<file path="config.mk">
export PLATFORM = sky130hd
export DESIGN_NAME = serial_frame_arbiter
export DESIGN_NICKNAME = d
export VERILOG_FILES = /design/src/rtl/serial_frame_arbiter.sv
export SDC_FILE = /design/constraint.sdc
export NUM_CORES = 1
export LEC_CHECK = 0
export ABC_AREA = 1
export CAP_MARGIN = 0
export CELL_PAD_IN_SITES_DETAIL_PLACEMENT = 1
export CELL_PAD_IN_SITES_GLOBAL_PLACEMENT = 1
export CORE_AREA = 3 3 110 112
export CTS_BUF_LIST = sky130_fd_sc_hd__clkbuf_4
export DETAILED_ROUTE_END_ITERATION = 10
export DIE_AREA = 0 0 113 115
export PLACE_DENSITY_LB_ADDON = 0.1
export SLEW_MARGIN = 10
export SYNTH_ARGS = -nofsm -noshare
export SYNTH_HDL_FRONTEND = slang
export SYNTH_SLANG_ARGS = --single-unit
</file>
<file path="constraint.sdc">
create_clock -name clk_out1 -period 1.5 [get_ports clk_out1]
set_input_delay 0.3 -clock clk_out1 [delete_from_list [all_inputs] [get_ports clk_out1]]
set_output_delay 0.3 -clock clk_out1 [all_outputs]
set_load 0.05 [all_outputs]
</file>
<file path="src/rtl/serial_frame_arbiter.sv">
// serial_frame_arbiter: round-robin arbiter over three requesters that serialises the winner's frame MSB first.
// Define FRAME_CHECKSUM_EN to append an XOR checksum byte after the payload.
module serial_frame_arbiter #(
  parameter int CLK_DIV  = 16,
  parameter int GAP_BITS = 4
) (
  input  logic        clk_out1,
  input  logic        reset,
  input  logic [2:0]  req,
  input  logic [23:0] payload0,
  input  logic [23:0] payload1,
  input  logic [23:0] payload2,
  output logic [2:0]  gnt,
  output logic [1:0]  active_id,
  output logic        busy,
  output logic        frame_done,
  output logic        serial_out
);
`ifdef FRAME_CHECKSUM_EN
  localparam int FB = 64;
`else
  localparam int FB = 56;
`endif
  localparam int DW = $clog2(CLK_DIV);
  typedef enum logic [1:0] {IDLE, SHIFT, GAP} state_t;
  state_t        r_state, w_next;
  logic [DW-1:0] r_div;
  logic [6:0]    r_cnt;
  logic [1:0]    r_last, r_active;
  logic [FB-1:0] r_shift;
  logic [2:0]    r_gnt;
  logic          r_done;
  logic          w_tick, w_end, w_arb, w_grant;
  logic [1:0]    w_p1, w_p2, w_sel;
  logic [23:0]   w_pay;
  logic [FB-1:0] w_frame;
  always_ff @(posedge clk_out1)
    if (reset) r_state <= IDLE;
    else       r_state <= w_next;
  always_comb begin
    w_tick  = r_div == DW'(CLK_DIV - 1);
    w_end   = w_tick && r_state == SHIFT && r_cnt == 7'(FB - 1);
    w_arb   = w_tick && (r_state == IDLE || (r_state == GAP && r_cnt == 7'(GAP_BITS - 1)));
    w_p1    = r_last == 2'd2 ? 2'd0 : r_last + 2'd1;
    w_p2    = w_p1 == 2'd2 ? 2'd0 : w_p1 + 2'd1;
    w_sel   = req[w_p1] ? w_p1 : req[w_p2] ? w_p2 : r_last;
    w_grant = w_arb && |req;
    w_pay   = w_sel == 2'd0 ? payload0 : w_sel == 2'd1 ? payload1 : payload2;
`ifdef FRAME_CHECKSUM_EN
    w_frame = {16'hA5A5, w_pay, w_pay[23:16] ^ w_pay[15:8] ^ w_pay[7:0], 16'h5A5A};
`else
    w_frame = {16'hA5A5, w_pay, 16'h5A5A};
`endif
  end
  always_comb begin
    w_next = w_grant ? SHIFT : w_end ? GAP : w_arb ? IDLE : r_state;
  end
  // r_cnt counts bits in SHIFT and idle bit periods in GAP
  always_ff @(posedge clk_out1) begin
    if (reset) begin
      r_div    <= '0;
      r_cnt    <= '0;
      r_last   <= 2'd2;
      r_active <= 2'd0;
      r_shift  <= '0;
      r_gnt    <= 3'b000;
      r_done   <= 1'b0;
    end else begin
      r_div  <= w_tick ? '0 : r_div + DW'(1);
      r_gnt  <= w_grant ? 3'b001 << w_sel : 3'b000;
      r_done <= w_end;
      if (w_grant) begin
        r_shift  <= w_frame;
        r_cnt    <= '0;
        r_last   <= w_sel;
        r_active <= w_sel;
      end else if (w_end || w_arb) begin
        r_cnt <= '0;
      end else if (w_tick && r_state != IDLE) begin
        r_cnt   <= r_cnt + 7'd1;
        r_shift <= r_shift << 1;
      end
    end
  end
  always_comb begin
    gnt        = r_gnt;
    active_id  = r_active;
    busy       = r_state != IDLE;
    frame_done = r_done;
    serial_out = r_state == SHIFT && r_shift[FB-1];
  end
endmodule

</file>
# [After elaboration in Yosys (flattened, before gate mapping)]
# Index checks and enable logic that the tools add are counted.
[totals] ff_bits=76 input_bits=77 out_inout_bits=8 elab_cells=66
[classes] add_sub_neg=4 n_lt_le_gt_ge=2 n_eq_ne=9 n_shift=1 mux=16 bitwise=2 reduce_logical=22
[ops] operator="56-bit two-way mux" n=3
[ops] operator="24-bit two-way mux" n=2
[ops] operator="2-bit two-way mux" n=6
[ops] operator="7-bit by 1-bit adder with 7-bit output, second input constant" n=1
[ops] operator="7-bit by 2-bit equality test with 1-bit output, second input constant" n=1
[ops] operator="7-bit by 6-bit equality test with 1-bit output, second input constant" n=1
[ops] operator="1-bit logical AND" n=7
[ops] operator="2-bit equality test, second input constant" n=3
[ops] operator="2-bit by 3-bit < comparator with 1-bit output, second input constant" n=2
[ops] operator="2-bit nonzero test" n=3
[ops] operator="2-bit OR reduction" n=3
[ops] operator="3-bit OR reduction" n=2
[ops] operator="2-bit by 1-bit adder with 2-bit output, second input constant" n=2
[ops] operator="4-bit by 1-bit adder with 4-bit output, second input constant" n=1
[ops] operator="1-bit binary-select mux with 2-bit select" n=2
[ops] operator="2-bit by 1-bit equality test with 1-bit output, second input constant" n=2
[ops] operator="4-bit equality test, second input constant" n=1
[ops] operator="2-bit zero test" n=2
[ops] operator="2-bit AND reduction" n=2
[ops] operator="1-bit two-way mux" n=3
[ops] operator="3-bit nonzero test" n=1
[ops] operator="1-bit by 2-bit left shift with 3-bit output, first input constant" n=1
[ops] operator="1-bit logical OR" n=2
[ops] operator="2-bit != test, second input constant" n=1
[ops] operator="1-bit inverter" n=2

# [Depth between registers and ports, before layout]
# Gate-level depths: netlist (run 1).
[logic_depth] word_depth=12 depth_mapped=14 depth_no_buf=12

# [Worst setup path after synthesis (run 1)]
# Ideal clock, no wire load.
[synth_path] kind="flip-flop to flip-flop" startpoint="reg r_cnt[0]" endpoint="reg r_shift[23]" setup_ps=109 t_arrival_ps=1533 required_time_ps=1391 setup_slack_ps=-142 stages_incl_launch_ff=15 path_buffers=2 synth_period_minus_slack_ps=1642 cell_sequence="dfxtp_1 > ha_1 > inv_1 > nor2_1 > nand3_1 > nand2_1 > nand2_2 > nand3_2 > buf_6 > nand2_4 > buf_6 > nor2_1 > nor2_1 > nand2_1 > inv_1"
[synth_via] elab_chain_len=7 word_cells_on_any_way=12 cone_classes="eq/ne (3); mux (1); reduce/logical (8)"
[synth_rtl] element="start: declaration" line_no="28" rtl="logic [6:0] r_cnt;"
[synth_rtl] element="start signal: assignment" line_no="80" rtl="r_cnt <= r_cnt + 7'd1;"
[synth_rtl] element="7-bit by 2-bit equality test with 1-bit output" line_no="43" rtl="w_arb = w_tick && (r_state == IDLE || (r_state == GAP && r_cnt == 7'(GAP_BITS - 1)));"
[synth_rtl] element="1-bit logical AND" line_no="43"
[synth_rtl] element="1-bit logical OR" line_no="43"
[synth_rtl] element="1-bit logical AND" line_no="43"
[synth_rtl] element="1-bit logical AND / 1-bit logical OR (equally long branches)" line_no="47, 77"
[synth_rtl] element="2-bit != test (no source line) / 2-bit nonzero test (equally long branches)"
[synth_rtl] element="2-bit AND reduction (no source line)"
[synth_rtl] element="end signal: assignment" line_no="73" rtl="r_shift <= w_frame;"
[synth_rtl] element="end signal: assignment" line_no="81" rtl="r_shift <= r_shift << 1;"
[synth_rtl] element="end: declaration" line_no="30" rtl="logic [FB-1:0] r_shift;"
# Several ways; a longest one is shown, not always the timed one.
# A chain may end at the register's enable or synchronous reset.

# [Final worst setup path (run 1)]
[layout_path] startpoint="reg r_cnt[0]" endpoint="reg r_shift[15]"
[layout_via] elab_chain_len=7 word_cells_on_any_way=11 cone_classes="eq/ne (2); bitwise (1); reduce/logical (8)"
[layout_rtl] element="7-bit by 2-bit equality test with 1-bit output" line_no="43"
[layout_rtl] element="1-bit logical AND" line_no="43"
[layout_rtl] element="1-bit logical OR" line_no="43"
[layout_rtl] element="1-bit logical AND" line_no="43"
[layout_rtl] element="1-bit logical OR" line_no="77" rtl="end else if (w_end || w_arb) begin"
[layout_rtl] element="1-bit inverter (no source line)"
[layout_rtl] element="2-bit AND reduction (no source line)"
# Several ways; a longest one is shown, not always the timed one.

==> out/results.md, run 1 <==
| Item | This run | Unit |
|---|---|---|
| Run status | finished, violations left | - |
| Failing checks | negative setup slack | - |
| Worst-Margin Slew | 0.298 | ns |
| Commonest cells after routing, fill and taps aside | sky130_fd_sc_hd__nand2_1 (131), sky130_fd_sc_hd__clkdlybuf4s50_1 (76), sky130_fd_sc_hd__dfxtp_1 (67) | - |
| Required time worst endpoint | 1.81 | ns |
| Sequential-to-total area share from yosys stat | 0.408 | - |
| Post-detailed-placement half-perimeter wirelength | 8450 | um |
| Core Rows | 39 | - |
| Internal portion of total power | 2.64 | mW |
| Antenna-violating nets left | 0 | - |
| Crit path launch type | flop | - |
| Number of sinks on the clock net | 75 | - |
| Maximum number of pins on one net before global-route repair | 45 | - |
| Syn_nets | 607 | - |
| Total routing usage reported by global routing | 0.181 | - |
| Number of vias in the routed layout | 4,004 | - |
| Number of enable-type register cells in the synthesized netlist | 0 | - |
| Effective utilization at floorplan | 0.325 | - |
| IR Drop Worst-Case VDD | 0.326 | mV |
| Grt total ovfl | 0 | - |
| Detailed-route DRC error count | 0 | - |
| Classification of the worst setup path | reg -> reg | - |
| Insertion delay of the later-clocked pin in the worst-skew pair | 0.43 | ns |
| Source of the worst register-to-register timing path | r_cnt[0]$_SDFFE_PP0N_ | - |
| Top area cells in the synthesized netlist | sky130_fd_sc_hd__dfxtp_1 (41%), sky130_fd_sc_hd__nand2_1 (14%), sky130_fd_sc_hd__nand3_1 (8.3%), sky130_fd_sc_hd__inv_1 (5.3%), sky130_fd_sc_hd__o21ai_0 (4.5%) | - |
| Largest fanout on the critical path | 11 | - |
| Most frequent standard cell in the layout excluding fill and tap cells | sky130_fd_sc_hd__nand2_1 | - |
| Final critical-path share of the clock period | 1.23 | - |
| Final weighted congestion in routability-driven placement | 0.785 | - |
| R2R cell count | 11 | - |
| Max Cap Viol | 0 | - |
| FILL cells | 1,412 | - |
| Number of top-level pins | 85 | - |
| Utilization of the core after routing | 0.496 | - |
| Most used flip-flop cell after synthesis | sky130_fd_sc_hd__dfxtp_1 | - |
| Antenna violations before repair | 1 | - |
| Pwr dens | 654 | nW/um^2 |
| Post-layout worst setup margin | -0.338 | ns |
| Gate power share | 0.133 | - |
| Max Clock Skew | 0.0186 | ns |
| Reported leakage power | 2.33 | nW |
| Clock tree from TritonCTS | done | - |
| Sequential Power Share | 0.545 | - |
| Post-Synthesis Cell Area | 3680 | sq um |
| Cell area after placement | 5130 | sq um |
| Number of instances in the synthesized netlist | 528 | - |
| Setup repair after global routing missed its margin | true | - |
| Arrival time reported for the critical path endpoint | 2.15 | ns |
| Count of buffers from port buffering | 84 | - |
| Fraction of power spent switching nets | 0.280 | - |
| Endpoint of the worst hold-timing path | r_shift[45]$_SDFFE_PP0P_ | - |
| Start point of the worst min-delay path | r_shift[44]$_SDFFE_PP0P_ | - |
| Avg Inst Size Synth | 6.97 | sq um |
| Min-Delay Path Depth | 2 | - |
| Count of H-tree levels built during CTS | 3 | - |
| Number of buffers on the longest clock path | 2 | - |
| Final max-slew violation count | 0 | - |
| Distinct cell type count after synthesis | 33 | - |
| Hold bufs inserted after CTS | 0 | - |
| Peak Freq | 0.544 | GHz |
| Pre-Repair DR Iteration Count | 4 | - |
| Die Width | 113 | um |
| DIE AREA | 13,000 | sq um |
| Part of the power in the clock network | 0.322 | - |
| Share of cells above drive strength 1 | 0.220 | - |
| Global-route wire length before repair | 19,400 | um |
| Placeable Area | 11,300 | sq um |
| Biggest area consumer among synthesized cells | sky130_fd_sc_hd__dfxtp_1 | - |
| Final wirelength | 12,100 | um |
| Worst setup EP type | flop | - |
| Worst hold path class | reg -> reg | - |
| Switching power summed over all nets | 1.03 | mW |
| Shortest clock period the worst path allows after layout | 1.84 | ns |
| Initial drt markers | 137 | - |
| Number of clock buffers inserted by TritonCTS | 9 | - |
| Worst-case headroom to the max-slew limit | 0.801 | - |
| Ys async rst share | 0 | - |
| Vias in the first global route | 4,139 | - |
| Average vias per placed instance | 4.99 | - |
| Setup slack of the worst register-to-register path | -0.34 | ns |
| Post-synthesis to final-layout area growth | 52.5 | % |
| Count of yosys warnings during synthesis | 0 | - |
| FF+latch count, synth | 75 | - |
| Net count reported at finish | 732 | - |
| Final number of setup-violating endpoints | 69 | - |
| Final cell area excluding filler cells | 5620 | sq um |
| Root buffer selected by CTS | sky130_fd_sc_hd__clkbuf_4 | - |
| Worst reg2reg endpoint | r_shift[15]$_SDFFE_PP0P_ | - |
| Routed wire length per instance | 15.1 | um |
| Share of the synthesized area in the top cell type | 0.408 | - |
| Vertical extent of the die | 115 | um |
| Final count of hold timing violations | 0 | - |
| Clock-pin slew reported for the worst setup and hold paths after clock tree synthesis | 0.13 | ns |
==> stage by stage <==
step | setup WS (ns) | power [mW] | hold WS, ns | cells | TNS (ns)
2_1_floorplan | -0.106 | 2.23 | 0.372 | 528 | -2.93
3_3_place_gp | -0.470 | 2.52 | 0.442 | 775 | -19.58
4_1_cts | -0.195 | 3.72 | 0.466 | 795 | -9.47
3_5_place_dp | -0.522 | 2.53 | 0.447 | 775 | -22.99
5_1_grt | -0.408 | 3.85 | 0.495 | 802 | -18.87
6_report | -0.338 | 3.67 | 0.471 | 802 | -10.77
==> power by group through the flow <==
stage	combinational, mW	sequential, mW	clock, mW
5_1_grt	0.534	2.01	1.31
2_1_floorplan	0.177	2.05	0
4_1_cts	0.490	2.01	1.23
3_3_place_gp	0.465	2.05	0
6_report	0.487	2.00	1.18
3_5_place_dp	0.478	2.05	0
==> logic make-up after synthesis <==
| logic type | count (synthesis) | synth area share |
|---|---|---|
| xor+xnor | 3 | 0.00714 |
| buf+inv | 89 | 0.108 |
| fa+ha+maj | 2 | 0.00679 |
| compound gates | 87 | 0.127 |
| flops | 75 | 0.408 |
| simple gates | 272 | 0.344 |
==> Yosys cell counts, types with 4 or more instances <==
library cell / number
sky130_fd_sc_hd__o22ai_1: 21
sky130_fd_sc_hd__buf_6: 4
sky130_fd_sc_hd__nor2_4: 4
sky130_fd_sc_hd__nor2_1: 30
sky130_fd_sc_hd__nand2_1: 135
sky130_fd_sc_hd__dfxtp_1: 75
sky130_fd_sc_hd__o21ai_0: 33
sky130_fd_sc_hd__nand2_2: 4
sky130_fd_sc_hd__clkbuf_1: 8
sky130_fd_sc_hd__inv_1: 52
sky130_fd_sc_hd__nand4_1: 24
sky130_fd_sc_hd__nand3_1: 61
sky130_fd_sc_hd__a21oi_1: 29
sky130_fd_sc_hd__buf_2: 18
==> how the worst max path moves through the flow <==
stage,startpoint,endpoint,slack [ns],cells past startpoint
2_1_floorplan,r_div[1]$_SDFF_PP0_,r_shift[23]$_SDFFE_PP0P_,-0.11,14
3_3_place_gp,req[2],r_shift[24]$_SDFFE_PP0P_,-0.47,10
3_5_place_dp,req[1],r_shift[25]$_SDFFE_PP0P_,-0.52,10
4_1_cts,r_div[1]$_SDFF_PP0_,r_shift[26]$_SDFFE_PP0P_,-0.19,13
5_1_grt,r_div[1]$_SDFF_PP0_,r_shift[15]$_SDFFE_PP0P_,-0.41,10
6_report,r_cnt[0]$_SDFFE_PP0N_,r_shift[15]$_SDFFE_PP0P_,-0.34,11
==> per-layer routing <==
layer	global-route usage	wire length, um	up-vias
met1	0.222	5290	1905
met2	0.325	6240	80
met4	0.0633	227	0
met5	0	0	-
li1	-	-	2001
met3	0.0253	341	18
==> flip-flops by register name (all words and copies together), names as in the netlist <==
signal and flops:
r_cnt 7, r_shift 55, gnt 3, r_state 2, r_last 2, r_div 4, active_id 1, frame_done 1
==> layout make-up <==
class,instances,area [sq um],share of cell area
Multi-Input combinational cell,364,1970,0.351
Timing Repair Buffer,147,1600,0.285
Sequential cell,75,1520,0.270
Inverter,56,220,0.0392
Tap cell,143,179,0.0319
Clock buffer,9,67.6,0.0120
Clock inverter,7,60.1,0.0107
Antenna cell,1,2.50,0.000446
==> worst max-delay path, cell delays in order, from the launching register on <==
cell	delay, ns
sky130_fd_sc_hd__dfxtp_2	0.34
sky130_fd_sc_hd__ha_1	0.20
sky130_fd_sc_hd__inv_1	0.10
sky130_fd_sc_hd__nor2_4	0.05
sky130_fd_sc_hd__nand3_2	0.06
sky130_fd_sc_hd__nand2_2	0.06
sky130_fd_sc_hd__nand2_2	0.09
sky130_fd_sc_hd__nand3_4	0.15
sky130_fd_sc_hd__buf_4	0.19
sky130_fd_sc_hd__clkbuf_16	0.16
sky130_fd_sc_hd__o21ai_0	0.25
sky130_fd_sc_hd__a21oi_1	0.07
==> what timing repair did <==
| item | in CTS | in global routing |
|---|---|---|
| resized for setup | 45 | 29 |
| pin swaps | 3 | 4 |
| cloned | 0 | 3 |
| hold endpoints to repair | 0 | 0 |
| setup endpoints to repair | 72 | 73 |
| buffers inserted | 4 | 3 |
(Power assumes the default switching activity.)
==> run 2: changes to the inputs <==
==> constraint.sdc (replaced) <==
create_clock -name clk_out1 -period 1.64 [get_ports clk_out1]
set_input_delay 0.328 -clock clk_out1 [delete_from_list [all_inputs] [get_ports clk_out1]]
set_output_delay 0.328 -clock clk_out1 [all_outputs]
set_load 0.05 [all_outputs]
==> out/results.md, run 2 (synthesis results as in run 1) <==
| Item | This run | Unit |
|---|---|---|
| Run status | finished, violations left | - |
| Failing checks | negative setup slack | - |
| Final critical-path share of the clock period | 1.05 | - |
| Final weighted congestion in routability-driven placement | 0.765 | - |
| Max Cap Viol | 0 | - |
| Setup slack of the worst register-to-register path | -0.09 | ns |
| Pwr dens | 658 | nW/um^2 |
| Shortest clock period the worst path allows after layout | 1.73 | ns |
| Placeable Area | 11,300 | sq um |
| Die Width | 113 | um |
| Final wirelength | 11,200 | um |
| Worst hold path class | reg -> reg | - |
| Share of cells above drive strength 1 | 0.219 | - |
| Hold bufs inserted after CTS | 0 | - |
| Number of sinks on the clock net | 75 | - |
| Number of clock buffers inserted by TritonCTS | 9 | - |
| Storage element area | 1510 | sq um |
| Worst hold slack | 0.464 | ns |
| Antenna-violating nets left | 0 | - |
| Grt total ovfl | 0 | - |
| Setup repair after global routing missed its margin | true | - |
| Average vias per placed instance | 4.94 | - |
| Peak Freq | 0.578 | GHz |
| Routed wire length per instance | 14.1 | um |
| Count of H-tree levels built during CTS | 3 | - |
| Post-layout worst setup margin | -0.0888 | ns |
| Core Rows | 39 | - |
| Final total negative setup slack | -1.50 | ns |
| Final count of hold timing violations | 0 | - |
| Commonest cells after routing, fill and taps aside | sky130_fd_sc_hd__nand2_1 (133), sky130_fd_sc_hd__clkdlybuf4s50_1 (76), sky130_fd_sc_hd__dfxtp_1 (71) | - |
| Required time worst endpoint | 1.99 | ns |
| Final cell area excluding filler cells | 5470 | sq um |
| Worst-Margin Slew | 0.293 | ns |
| Effective utilization at floorplan | 0.325 | - |
| Final number of setup-violating endpoints | 47 | - |
| Post-synthesis to final-layout area growth | 48.5 | % |
| Initial drt markers | 113 | - |
| Reported leakage power | 2.27 | nW |
| Largest fanout on the critical path | 21 | - |
| Worst setup EP type | flop | - |
| Cell area after placement | 4940 | sq um |
| Pre-Repair DR Iteration Count | 5 | - |
| Post-detailed-placement half-perimeter wirelength | 8090 | um |
| Antenna violations before repair | 0 | - |
| Clock tree from TritonCTS | done | - |
| Net count reported at finish | 721 | - |
| Number of flip-flops under the largest register name | 55 | - |
| Total routing usage reported by global routing | 0.173 | - |
| Insertion delay of the later-clocked pin in the worst-skew pair | 0.42 | ns |
| Classification of the worst setup path | reg -> reg | - |
| Root buffer selected by CTS | sky130_fd_sc_hd__clkbuf_4 | - |
| Most frequent standard cell in the layout excluding fill and tap cells | sky130_fd_sc_hd__nand2_1 | - |
| Number of vias in the routed layout | 3,903 | - |
| Area of combinational cells with multiple inputs | 2000 | sq um |
| Largest register by flop count | r_shift | - |
| Minimum setup slack after placement | -0.448 | ns |
| Max Clock Skew | 0.0139 | ns |
| Clock-pin slew reported for the worst setup and hold paths after clock tree synthesis | 0.14 | ns |
| Count of buffers from port buffering | 84 | - |
| Vias in the first global route | 4,059 | - |
| Crit path launch type | flop | - |
| Detailed-route DRC error count | 0 | - |
| Maximum number of pins on one net before global-route repair | 52 | - |
| Number of antenna repair diodes | 0 | - |
| Registers with the most flip-flops | r_shift (55), r_cnt (7), r_div (4) | - |
| Number of buffers on the longest clock path | 2 | - |
| Vertical extent of the die | 115 | um |
| Number of top-level pins | 85 | - |
| Arrival time reported for the critical path endpoint | 2.08 | ns |
| Final max-slew violation count | 0 | - |
| Total design power | 3.60 | mW |
| Worst-case headroom to the max-slew limit | 0.804 | - |
| FILL cells | 1,389 | - |
| Global-route wire length before repair | 18,500 | um |
| DIE AREA | 13,000 | sq um |
| IR Drop Worst-Case VDD | 0.327 | mV |
## run 2: cell types whose count changed in the layout (fill, tap and decap cells not counted), moves of 3 or more
cell	previous run	this run
sky130_fd_sc_hd__a21oi_2	1	5
sky130_fd_sc_hd__o21ai_2	1	11
sky130_fd_sc_hd__a21oi_1	28	24
sky130_fd_sc_hd__buf_6	5	9
sky130_fd_sc_hd__o22ai_1	14	10
sky130_fd_sc_hd__buf_12	19	11
sky130_fd_sc_hd__o21ai_0	11	6
sky130_fd_sc_hd__inv_2	4	1
sky130_fd_sc_hd__o22ai_2	7	11
sky130_fd_sc_hd__dfxtp_1	67	71
sky130_fd_sc_hd__o21ai_1	23	18
sky130_fd_sc_hd__buf_4	43	39
sky130_fd_sc_hd__inv_4	2	5
## run 2: layout make-up
cell class	instances	area share
repair buffers	136	0.254
multi-input cells	364	0.366
inverters	56	0.0407
well taps	143	0.0327
flip-flops and latches	75	0.276
clock buffers	9	0.0124
clock inverters	7	0.0181
## run 2: stage by stage
stage	utilization	std cells
final	0.483	790
after detailed placement	0.437	765
after floorplan	-	528
after global routing	0.483	790
after global placement	0.437	765
after CTS	0.470	789
## run 2: worst paths after layout
check | startpoint | to | depth (start not counted)
min reg2reg | r_shift[54]$_SDFFE_PP0P_ | r_shift[55]$_SDFFE_PP0P_ | 2
max reg2reg | r_div[1]$_SDFF_PP0_ | r_shift[7]$_SDFFE_PP0P_ | 11
min | r_shift[54]$_SDFFE_PP0P_ | r_shift[55]$_SDFFE_PP0P_ | 2
max | r_div[1]$_SDFF_PP0_ | r_shift[7]$_SDFFE_PP0P_ | 11
## run 2: worst max-delay path, cell delays in order, from the launching register on
cell	delay, ns
sky130_fd_sc_hd__dfxtp_2	0.38
sky130_fd_sc_hd__ha_4	0.16
sky130_fd_sc_hd__nand2_4	0.05
sky130_fd_sc_hd__nor2_4	0.11
sky130_fd_sc_hd__inv_4	0.06
sky130_fd_sc_hd__nor2_4	0.15
sky130_fd_sc_hd__nand3_4	0.16
sky130_fd_sc_hd__inv_2	0.12
sky130_fd_sc_hd__buf_12	0.17
sky130_fd_sc_hd__buf_4	0.13
sky130_fd_sc_hd__nand2_1	0.05
sky130_fd_sc_hd__a21oi_1	0.12
## run 2: routing by layer
metal  track usage  share of wire
met2         0.324           0.51
met4        0.0553          0.012
met5             0              0
met1         0.201           0.44
met3        0.0274          0.036
## run 2: power by group
group	switching, mW	internal [mW]
Combinational	0.180	0.252
Sequential	0.00637	1.83
Clock	0.702	0.631
## run 2: repair_timing
action | CTS | global route
setup buffers | 8 | 1
hold endpoints to repair | 0 | 0
gates resized for setup | 49 | 50
endpoints found under the setup margin | 69 | 70
pin swaps | 11 | 8
==> run 3: changes to the inputs <==
--- a/config.mk
+++ b/config.mk
@@ -14,6 +14,7 @@
 export DETAILED_ROUTE_END_ITERATION = 10
 export DIE_AREA = 0 0 113 115
 export PLACE_DENSITY_LB_ADDON = 0.1
+export RECOVER_POWER = 25
 export SLEW_MARGIN = 10
 export SYNTH_ARGS = -nofsm -noshare
 export SYNTH_HDL_FRONTEND = slang
==> out/results.md, run 3 (synthesis results as in run 1) <==
| Item | This run | Unit |
|---|---|---|
| Shortest clock period the worst path allows after layout | 1.73 | ns |
| Count of H-tree levels built during CTS | 3 | - |
| Number of buffers on the longest clock path | 2 | - |
| Hold bufs inserted after CTS | 0 | - |
| Clock-pin slew reported for the worst setup and hold paths after clock tree synthesis | 0.14 | ns |
| Max Cap Viol | 0 | - |
| Largest fanout on the critical path | 21 | - |
| Insertion delay of the later-clocked pin in the worst-skew pair | 0.42 | ns |
| Start point of the worst min-delay path | r_shift[54]$_SDFFE_PP0P_ | - |
| Worst reg2reg endpoint | r_shift[7]$_SDFFE_PP0P_ | - |
| Failing checks | negative setup slack | - |
| Fraction of power spent switching nets | 0.246 | - |
| Most frequent standard cell in the layout excluding fill and tap cells | sky130_fd_sc_hd__nand2_1 | - |
| Number of flip-flops under the largest register name | 55 | - |
| Grt total ovfl | 0 | - |
| Run status | finished, violations left | - |
| Arrival time reported for the critical path endpoint | 2.08 | ns |
| Classification of the worst setup path | reg -> reg | - |
| GR Util met1 | 0.201 | - |
| Gate power share | 0.120 | - |
| Worst-Margin Slew | 0.325 | ns |
| Most repeated library cell on the critical path | sky130_fd_sc_hd__nor2_4 | - |
| Final number of setup-violating endpoints | 48 | - |
| Sequential Power Share | 0.510 | - |
| Number of antenna repair diodes | 0 | - |
| Count of buffers from port buffering | 84 | - |
| Share of cells above drive strength 1 | 0.218 | - |
| Crit path launch type | flop | - |
| Setup repair after global routing missed its margin | true | - |
| Number of top-level pins | 85 | - |
| Worst setup EP type | flop | - |
| Final weighted congestion in routability-driven placement | 0.765 | - |
| Maximum number of pins on one net before global-route repair | 52 | - |
| Min-Delay Path Depth | 2 | - |
| Cell area after placement | 4940 | sq um |
| Antenna violations before repair | 0 | - |
| Commonest cells after routing, fill and taps aside | sky130_fd_sc_hd__nand2_1 (133), sky130_fd_sc_hd__clkdlybuf4s50_1 (76), sky130_fd_sc_hd__dfxtp_1 (71) | - |
| Post-synthesis to final-layout area growth | 48.4 | % |
| Met2 track demand over resource | 0.324 | - |
| Max Clock Skew | 0.0136 | ns |
| Final critical-path share of the clock period | 1.05 | - |
| Cell-by-cell listing of the critical path | ha_4, nand2_4, nor2_4, inv_4, nor2_4, nand3_4, inv_2, buf_12, buf_4, nand2_1, a21oi_1 | - |
| Vias in the first global route | 4,059 | - |
| Setup slack of the worst register-to-register path | -0.09 | ns |
| Largest register by flop count | r_shift | - |
| Die Width | 113 | um |
| Clock tree from TritonCTS | done | - |
| Initial drt markers | 111 | - |
| Pwr dens | 658 | nW/um^2 |
| Placeable Area | 11,300 | sq um |
| Global-route wire length before repair | 18,500 | um |
| Registers with the most flip-flops | r_shift (55), r_cnt (7), r_div (4) | - |
| Final wirelength | 11,200 | um |
| Finished Layout Cells | 790 | - |
| Top Usage Layer GRT | met2 | - |
| Core Rows | 39 | - |
| Endpoint of the worst hold-timing path | r_shift[55]$_SDFFE_PP0P_ | - |
| Worst-case headroom to the max-slew limit | 0.784 | - |
| Reported leakage power | 2.27 | nW |
| Number of vias in the routed layout | 3,898 | - |
| Delay of the slowest cell on the worst path | 0.38 | ns |
| FILL cells | 1,390 | - |
| Total routing usage reported by global routing | 0.173 | - |
| Minimum setup slack after placement | -0.448 | ns |
| Total design power | 3.60 | mW |
| Required time worst endpoint | 1.99 | ns |
| Detailed-route DRC error count | 0 | - |
| Vertical extent of the die | 115 | um |
| Net count reported at finish | 721 | - |
| Effective utilization at floorplan | 0.325 | - |
| Post-layout worst setup margin | -0.0894 | ns |
| Peak Freq | 0.578 | GHz |
| Number of clock buffers inserted by TritonCTS | 9 | - |
| IR Drop Worst-Case VDD | 0.327 | mV |
| Final count of hold timing violations | 0 | - |
| Part of the power in the clock network | 0.370 | - |
| Crit path max-delay cell type | sky130_fd_sc_hd__dfxtp_2 | - |
| Global Route met3 Usage | 0.0274 | - |
| Final cell area excluding filler cells | 5460 | sq um |
| Switching power summed over all nets | 886 | uW |
| Average vias per placed instance | 4.93 | - |
| Routed wire length per instance | 14.1 | um |
| R2R cell count | 11 | - |
| Worst hold path class | reg -> reg | - |
| Post-detailed-placement half-perimeter wirelength | 8090 | um |
| Final max-slew violation count | 0 | - |
| Source of the worst register-to-register timing path | r_div[1]$_SDFF_PP0_ | - |
| Antenna-violating nets left | 0 | - |
| Number of sinks on the clock net | 75 | - |
| Placed cell count | 765 | - |
| Pre-Repair DR Iteration Count | 4 | - |
| DIE AREA | 13,000 | sq um |
| Internal portion of total power | 2.71 | mW |
| Root buffer selected by CTS | sky130_fd_sc_hd__clkbuf_4 | - |
-- run 3: how the worst max path moves through the flow --
| stage | startpoint | to | depth (start not counted) |
|---|---|---|---|
| 6_report | r_div[1]$_SDFF_PP0_ | r_shift[7]$_SDFFE_PP0P_ | 11 |
| 5_1_grt | r_div[1]$_SDFF_PP0_ | r_shift[26]$_SDFFE_PP0P_ | 12 |
| 4_1_cts | r_div[1]$_SDFF_PP0_ | r_shift[23]$_SDFFE_PP0P_ | 11 |
| 3_5_place_dp | req[1] | r_shift[26]$_SDFFE_PP0P_ | 10 |
| 3_3_place_gp | req[1] | r_shift[23]$_SDFFE_PP0P_ | 10 |
| 2_1_floorplan | r_div[0]$_SDFF_PP0_ | r_shift[23]$_SDFFE_PP0P_ | 14 |
-- run 3: power by group through the flow --
stage          registers [mW]  logic [mW]  clock network (mW)
6_report                 1.84       0.431                1.33
5_1_grt                  1.84       0.472                1.45
4_1_cts                  1.84       0.430                1.38
3_5_place_dp             1.87       0.417                   0
3_3_place_gp             1.87       0.410                   0
2_1_floorplan            1.87       0.158                   0
-- run 3: worst max-delay path: cells and delay by family, from the launching register on --
family                     cells  cell delay (ns)
and+or+nand+nor                5             0.52
buffers and inverters          4             0.48
DFF                            1             0.38
adders and majority gates      1             0.16
AOI/OAI and AO/OA              1             0.12
-- run 3: per-stage QoR --
| step | utilization | hold slack [ns] | setup TNS, ns |
|---|---|---|---|
| 6_report | 0.483 | 0.462 | -1.52 |
| 5_1_grt | 0.483 | 0.486 | -8.29 |
| 4_1_cts | 0.470 | 0.464 | -2.78 |
| 3_5_place_dp | 0.437 | 0.448 | -16.35 |
| 3_3_place_gp | 0.437 | 0.439 | -12.27 |
| 2_1_floorplan | - | 0.400 | 0 |
-- run 3: area by class of cell --
type | count | area [sq um] | share of cell area
Multi-Input combinational cell | 364 | 2000 | 0.366
Clock inverter | 7 | 98.8 | 0.0181
Timing Repair Buffer | 136 | 1390 | 0.254
Inverter | 56 | 223 | 0.0408
Clock buffer | 9 | 67.6 | 0.0124
Sequential cell | 75 | 1510 | 0.276
Tap cell | 143 | 179 | 0.0328
-- run 3: routing by layer --
| layer | vias up | share of wire | routed length, um |
|---|---|---|---|
| met5 | - | 0 | 0 |
| met4 | 0 | 0.011 | 124 |
| met3 | 9 | 0.038 | 423 |
| met2 | 74 | 0.51 | 5750 |
| met1 | 1843 | 0.44 | 4870 |
| li1 | 1972 | - | - |
-- run 3: timing repair --
item	4_1_cts	5_1_grt
setup endpoints to repair	69	70
pin swaps	11	8
buffers inserted	8	1
resized for setup	49	50
==> RTL edit 1: new RTL, settings of run 3 <==
Build with the macro `FRAME_CHECKSUM_EN` defined.
--- a/src/rtl/serial_frame_arbiter.sv
+++ b/src/rtl/serial_frame_arbiter.sv
@@ -1,4 +1,6 @@
 // serial_frame_arbiter: round-robin arbiter over three requesters that serialises the winner's frame MSB first.
 // Define FRAME_CHECKSUM_EN to append an XOR checksum byte after the payload.
+`define FRAME_CHECKSUM_EN
+
 module serial_frame_arbiter #(
   parameter int CLK_DIV  = 16,
Check against the original RTL: same outputs for any inputs over 10 cycles, from zero or initial values and one cycle with reset high; that may be too few to reach the edited logic, so the function may still have changed.
==> RTL edit 1 against run 3 <==
The flow still finishes with violations (setup timing). Utilization is 22 points higher. Final area increased by 45%. Area after synthesis is 19% higher. Worst hold slack improved by 0.047 ns. Non-clock buffer count is 66 higher. Sequential cell count up 8. Worst setup slack got worse by 0.77 ns. Via count rose by 54%. Highest routed layer unchanged. Clock skew rose by 0.010 ns. Routed wire length increased by 150%. Final cell count rose by 24%.
Power is not compared: it rests on default switching activity, and its combinational part moved more than twofold at a synthesized area within 25%.
==> RTL edit 1: results (changes against run 3) <==
Setup-violating endpoint count in the final report: 80 (+67%)
Sequential area share after synthesis: 0.379 (-0.0284)
Outcome: complete, but fails checks
Quantity of I/O buffers inserted on ports: 84 (unchanged)
LEAKAGE: 3.30 nW
Synth Instances: 649 (+23%)
CP max FO: 16 (-24%)
Num CTS Buffers: 9 (unchanged)
Largest net degree at the start of global routing: 26 (-50%)
Register clock-pin slew on the reported worst setup and hold paths: 0.16 ns (+0.02 ns)
Number of global-route vias before repair: 6038 (+49%)
Synth warn: 0 (unchanged)
Initial drt markers: 710 (+540%)
Sum Neg Setup Slack: -33.11 ns (-31.59 ns)
DR WL/cell: 28.0 µm (+98%)
Netlist cell types: 37 (+12%)
Hold WC Path Type: flip-flop to flip-flop
Largest cells by area after synthesis: dfxtp_1 38%, nand2_1 13%, inv_1 7.8%
DP Wirelength: 11200 µm (+38%)
Fill count: 1251 (-10%)
First-pass GRT wire length: 31900 µm (+72%)
Syn Nets: 728 (+20%)
Vias post-DR: 5989 (+54%)
Setup slack after layout: -0.861 ns (-0.771 ns)
Ys flop type: dfxtp_1
Routability cong.: 0.806 (+5.5%)
CTS root buffer: clkbuf_4
CTS HTree Levels: 3 (unchanged)
1st-pass router iterations: 6 (+2)
Top Registers: r_shift (63), r_cnt (7), r_div (4)
Final Slew Violations: 0 (unchanged)
Placed insts: 910 (+19%)
Initial antenna violation count: 0 (unchanged)
Post-synth EDFFs: 0 (unchanged)
Drt via density: 6.13 (+24%)
Most frequent cells after synthesis: 148 x nand2_1, 91 x inv_1, 83 x dfxtp_1
Worst VDD drop: 0.000718 V
Failing checks: setup timing
Total GRT Usage: 0.311 (+0.138)
Tightest Pin Transition: 0.458 ns (+0.133 ns)
Async SR Flop Fraction: 0 (unchanged)
Max Clock Skew: 0.0237 ns (+0.0101 ns)
Clock buffer depth: 2 (unchanged)
Layout cells sized above 1: 0.430 (+0.212)
Clk Latency, worst-skew pair: 0.47 ns (+0.05 ns)
==> RTL edit 1: per-layer routing <==
metal | vias up | routed length [µm] | global-route usage
li1 | 2481 | - | -
met1 | 2894 | 9860 | 0.329
met2 | 440 | 13300 | 0.598
met3 | 174 | 2110 | 0.0521
met4 | 0 | 2110 | 0.145
met5 | - | 0 | 0
==> RTL edit 1: critical path, cell delays in order (launching register included) <==
cell	delay (ns)
dfxtp_4	0.44
inv_1	0.11
nand3_1	0.13
nand3_1	0.09
nand2_1	0.14
nand3_4	0.15
buf_8	0.19
nand4_1	0.16
nand2_1	0.10
nor2_2	0.20
nand2_1	0.13
nand2_1	0.16
nand2_1	0.11
nand3_1	0.15
nand2_1	0.12
==> RTL edit 1: where the power goes <==
group	internal (W)	switching, W
Combinational	0.000458	0.000546
Sequential	0.00202	0.00000850
Clock	0.000770	0.000879
==> RTL edit 1: logic make-up (layout without fill, tap and decap cells) <==
| group | after synthesis | in the layout | share of synthesized area |
|---|---|---|---|
| buf+inv | 130 | 314 | 0.129 |
| xor+xnor | 4 | 4 | 0.00800 |
| fa+ha+maj | 2 | 2 | 0.00571 |
| compound gates | 120 | 120 | 0.154 |
| simple gates | 310 | 310 | 0.324 |
| other cells | 0 | 1 | 0 |
| flops | 83 | 83 | 0.379 |
==> RTL edit 1: worst paths after layout <==
kind	to	cells after the start	from
setup reg to reg	r_shift[23]	14	r_last[1]
setup / recovery	r_shift[23]	14	r_last[1]
hold reg to reg	r_shift[3]	2	r_shift[3]
hold / removal	r_shift[3]	2	r_shift[3]
==> RTL edit 1: what timing repair did <==
action	CTS	global route
gates cloned	13	3
setup buffers	25	20
pin swaps	41	38
hold buffers	0	0
setup endpoints to repair	79	80
resized for setup	214	139
==> RTL edit 1: final cells by class <==
class / count / area (µm²) / share of cell area
inverter: 96 / 395 / 0.0498
antenna: 1 / 2.50 / 0.000315
clock inverter: 7 / 115 / 0.0145
timing repair buffer: 202 / 2290 / 0.288
sequential: 83 / 1680 / 0.212
multi-input combinational: 436 / 3210 / 0.404
tap: 143 / 179 / 0.0225
clock buffer: 9 / 67.6 / 0.00851
==> RTL edit 1: stage by stage <==
stage                     total power, W  hold WS, ns   util  worst slack, ns  cell area (µm²)
after floorplan                  0.00240        0.418      -           -0.130             4490
after CTS                        0.00438        0.476  0.641           -0.291             7250
final                            0.00468        0.509  0.701           -0.861             7940
after detailed placement         0.00279        0.446  0.520           -0.808             5880
after global routing             0.00479        0.533  0.701           -0.850             7940
after global placement           0.00277        0.439  0.520           -0.737             5880
==> RTL edit 2: new RTL, flow settings as in run 3 <==
Made on the original files. Re-encode `state_t` (3 states) as one-hot, 3 bits wide.
--- a/src/rtl/serial_frame_arbiter.sv
+++ b/src/rtl/serial_frame_arbiter.sv
@@ -23,5 +23,5 @@
 `endif
   localparam int DW = $clog2(CLK_DIV);
-  typedef enum logic [1:0] {IDLE, SHIFT, GAP} state_t;
+  typedef enum logic [2:0] {IDLE = 3'b001, SHIFT = 3'b010, GAP = 3'b100} state_t;
   state_t        r_state, w_next;
   logic [DW-1:0] r_div;
Check against the original RTL: no difference found for any inputs over 10 cycles, from zero or initial values and one cycle with reset high; not proved beyond that.
==> RTL edit 2 against run 3 <==
Worst setup slack gained 0.12 ns. Final area grew 0.60%. Sequential cell count grew 1. Clock skew grew 0.0052 ns. Utilization grew 0.29 points. Power shrank 9.0%. Routed wire length grew 3.7%. Area after synthesis grew 4.1%.
==> RTL edit 2: results (changes against run 3) <==
Top Registers: r_shift (55), r_cnt (7), r_div (4)
Sequential area share after synthesis: 0.397 (-0.0110)
Post_cts resized: 14 (-71%)
DP Worst Slack: -0.363 ns (+0.0849 ns)
DP Wirelength: 8410 µm (+3.9%)
Routability cong.: 0.858 (+12%)
Initial antenna violation count: 0 (unchanged)
Dpl cell area: 0.00504 mm² (+1.9%)
Initial drt markers: 137 (+23%)
Power Clock: 0.000942 W (-29%)
Max Clock Skew: 0.0188 ns (+0.00517 ns)
Syn Nets: 639 (+5.3%)
Most frequent cells after synthesis: 201 x nand2_1, 82 x nand3_1, 76 x dfxtp_1
Post-CTS Setup Bufs: 3 (-5)
Met3 WL: 422 µm (-0.24%)
CP max FO: 14 (-33%)
Worst VDD drop: 0.000400 V (+22%)
Layout cells sized above 1: 0.207 (-0.0113)
NetSw: 0.000862 W (-2.7%)
Highest Signal Layer: met4
Fin nets: 743 (+3.1%)
Async SR Flop Fraction: 0 (unchanged)
Largest cells by area after synthesis: dfxtp_1 40%, nand2_1 20%, nand3_1 11%
Netlist cell types: 34 (+3.0%)
Met1 Resource Use GR: 0.250 (+0.0491)
Largest net degree at the start of global routing: 29 (-44%)
Total GRT Usage: 0.180 (+0.00728)
Grt met3 use: 0.0247 (-0.00263)
Grt met2 use: 0.289 (-0.0344)
Register clock-pin slew on the reported worst setup and hold paths: 0.11 ns (-0.03 ns)
Met2 WL: 5150 µm (-10%)
CP Data Arrival Time: 1.98 ns (-0.10 ns)
Reg power frac: 0.567 (+0.057)
Setup-violating endpoint count in the final report: 0 (-100%)
LEAKAGE: 2.34 nW (+3.3%)
Fill count: 1430 (+2.9%)
Number of global-route vias before repair: 4185 (+3.1%)
DRT met1 WL: 5820 µm (+19%)
Vias post-DR: 3965 (+1.7%)
Outcome: finished, final reports clean
Relative slew margins: 0.809 (+0.0255)
First-pass GRT wire length: 19400 µm (+4.7%)
DR WL/cell: 14.3 µm (+1.0%)
[RTL edit 2: changes by cell type after synthesis, sizes merged, moves of 8 or more]
cell,before,now
nand2,140,205
inv,55,27
nand3,64,89
o22ai,21,1
o21ai,35,23
a21oi,29,21
[RTL edit 2: path summary, 6_finish.rpt]
| check | startpoint | endpoint | slack (ns) |
|---|---|---|---|
| min reg2reg | r_shift[51] | r_shift[51] | 0.47 |
| max reg2reg | r_cnt[0] | r_shift[16] | 0.03 |
| max | r_cnt[0] | r_shift[16] | 0.03 |
| min | r_shift[51] | r_shift[51] | 0.47 |
[RTL edit 2: stage by stage]
stage	std cells	power (W)	hold WS, ns	util
5_1_grt	811	0.00342	0.491	0.485
2_1_floorplan	560	0.00207	0.400	-
3_5_place_dp	788	0.00235	0.457	0.445
3_3_place_gp	788	0.00235	0.448	0.445
4_1_cts	807	0.00329	0.459	0.462
6_report	811	0.00327	0.471	0.485
[RTL edit 2: kinds of logic (layout without fill, tap and decap cells)]
| logic type | count (synthesis) | in the layout | synth area share |
|---|---|---|---|
| flip-flops | 76 | 76 | 0.397 |
| adder cells (fa/ha/maj) | 2 | 2 | 0.00652 |
| XOR/XNOR | 4 | 4 | 0.00914 |
| buffers and inverters | 62 | 170 | 0.0796 |
| AND/OR/NAND/NOR | 371 | 371 | 0.449 |
| AO/OA/AOI/OAI | 45 | 45 | 0.0591 |
[RTL edit 2: area by class of cell]
cell class / instances / area (µm²) / area share
clock buffer: 9 / 67.6 / 0.0123
clock inverter: 6 / 32.5 / 0.00592
inverter: 28 / 115 / 0.0209
multi-input combinational: 422 / 2200 / 0.400
sequential: 76 / 1530 / 0.279
tap: 143 / 179 / 0.0326
timing repair buffer: 127 / 1370 / 0.249
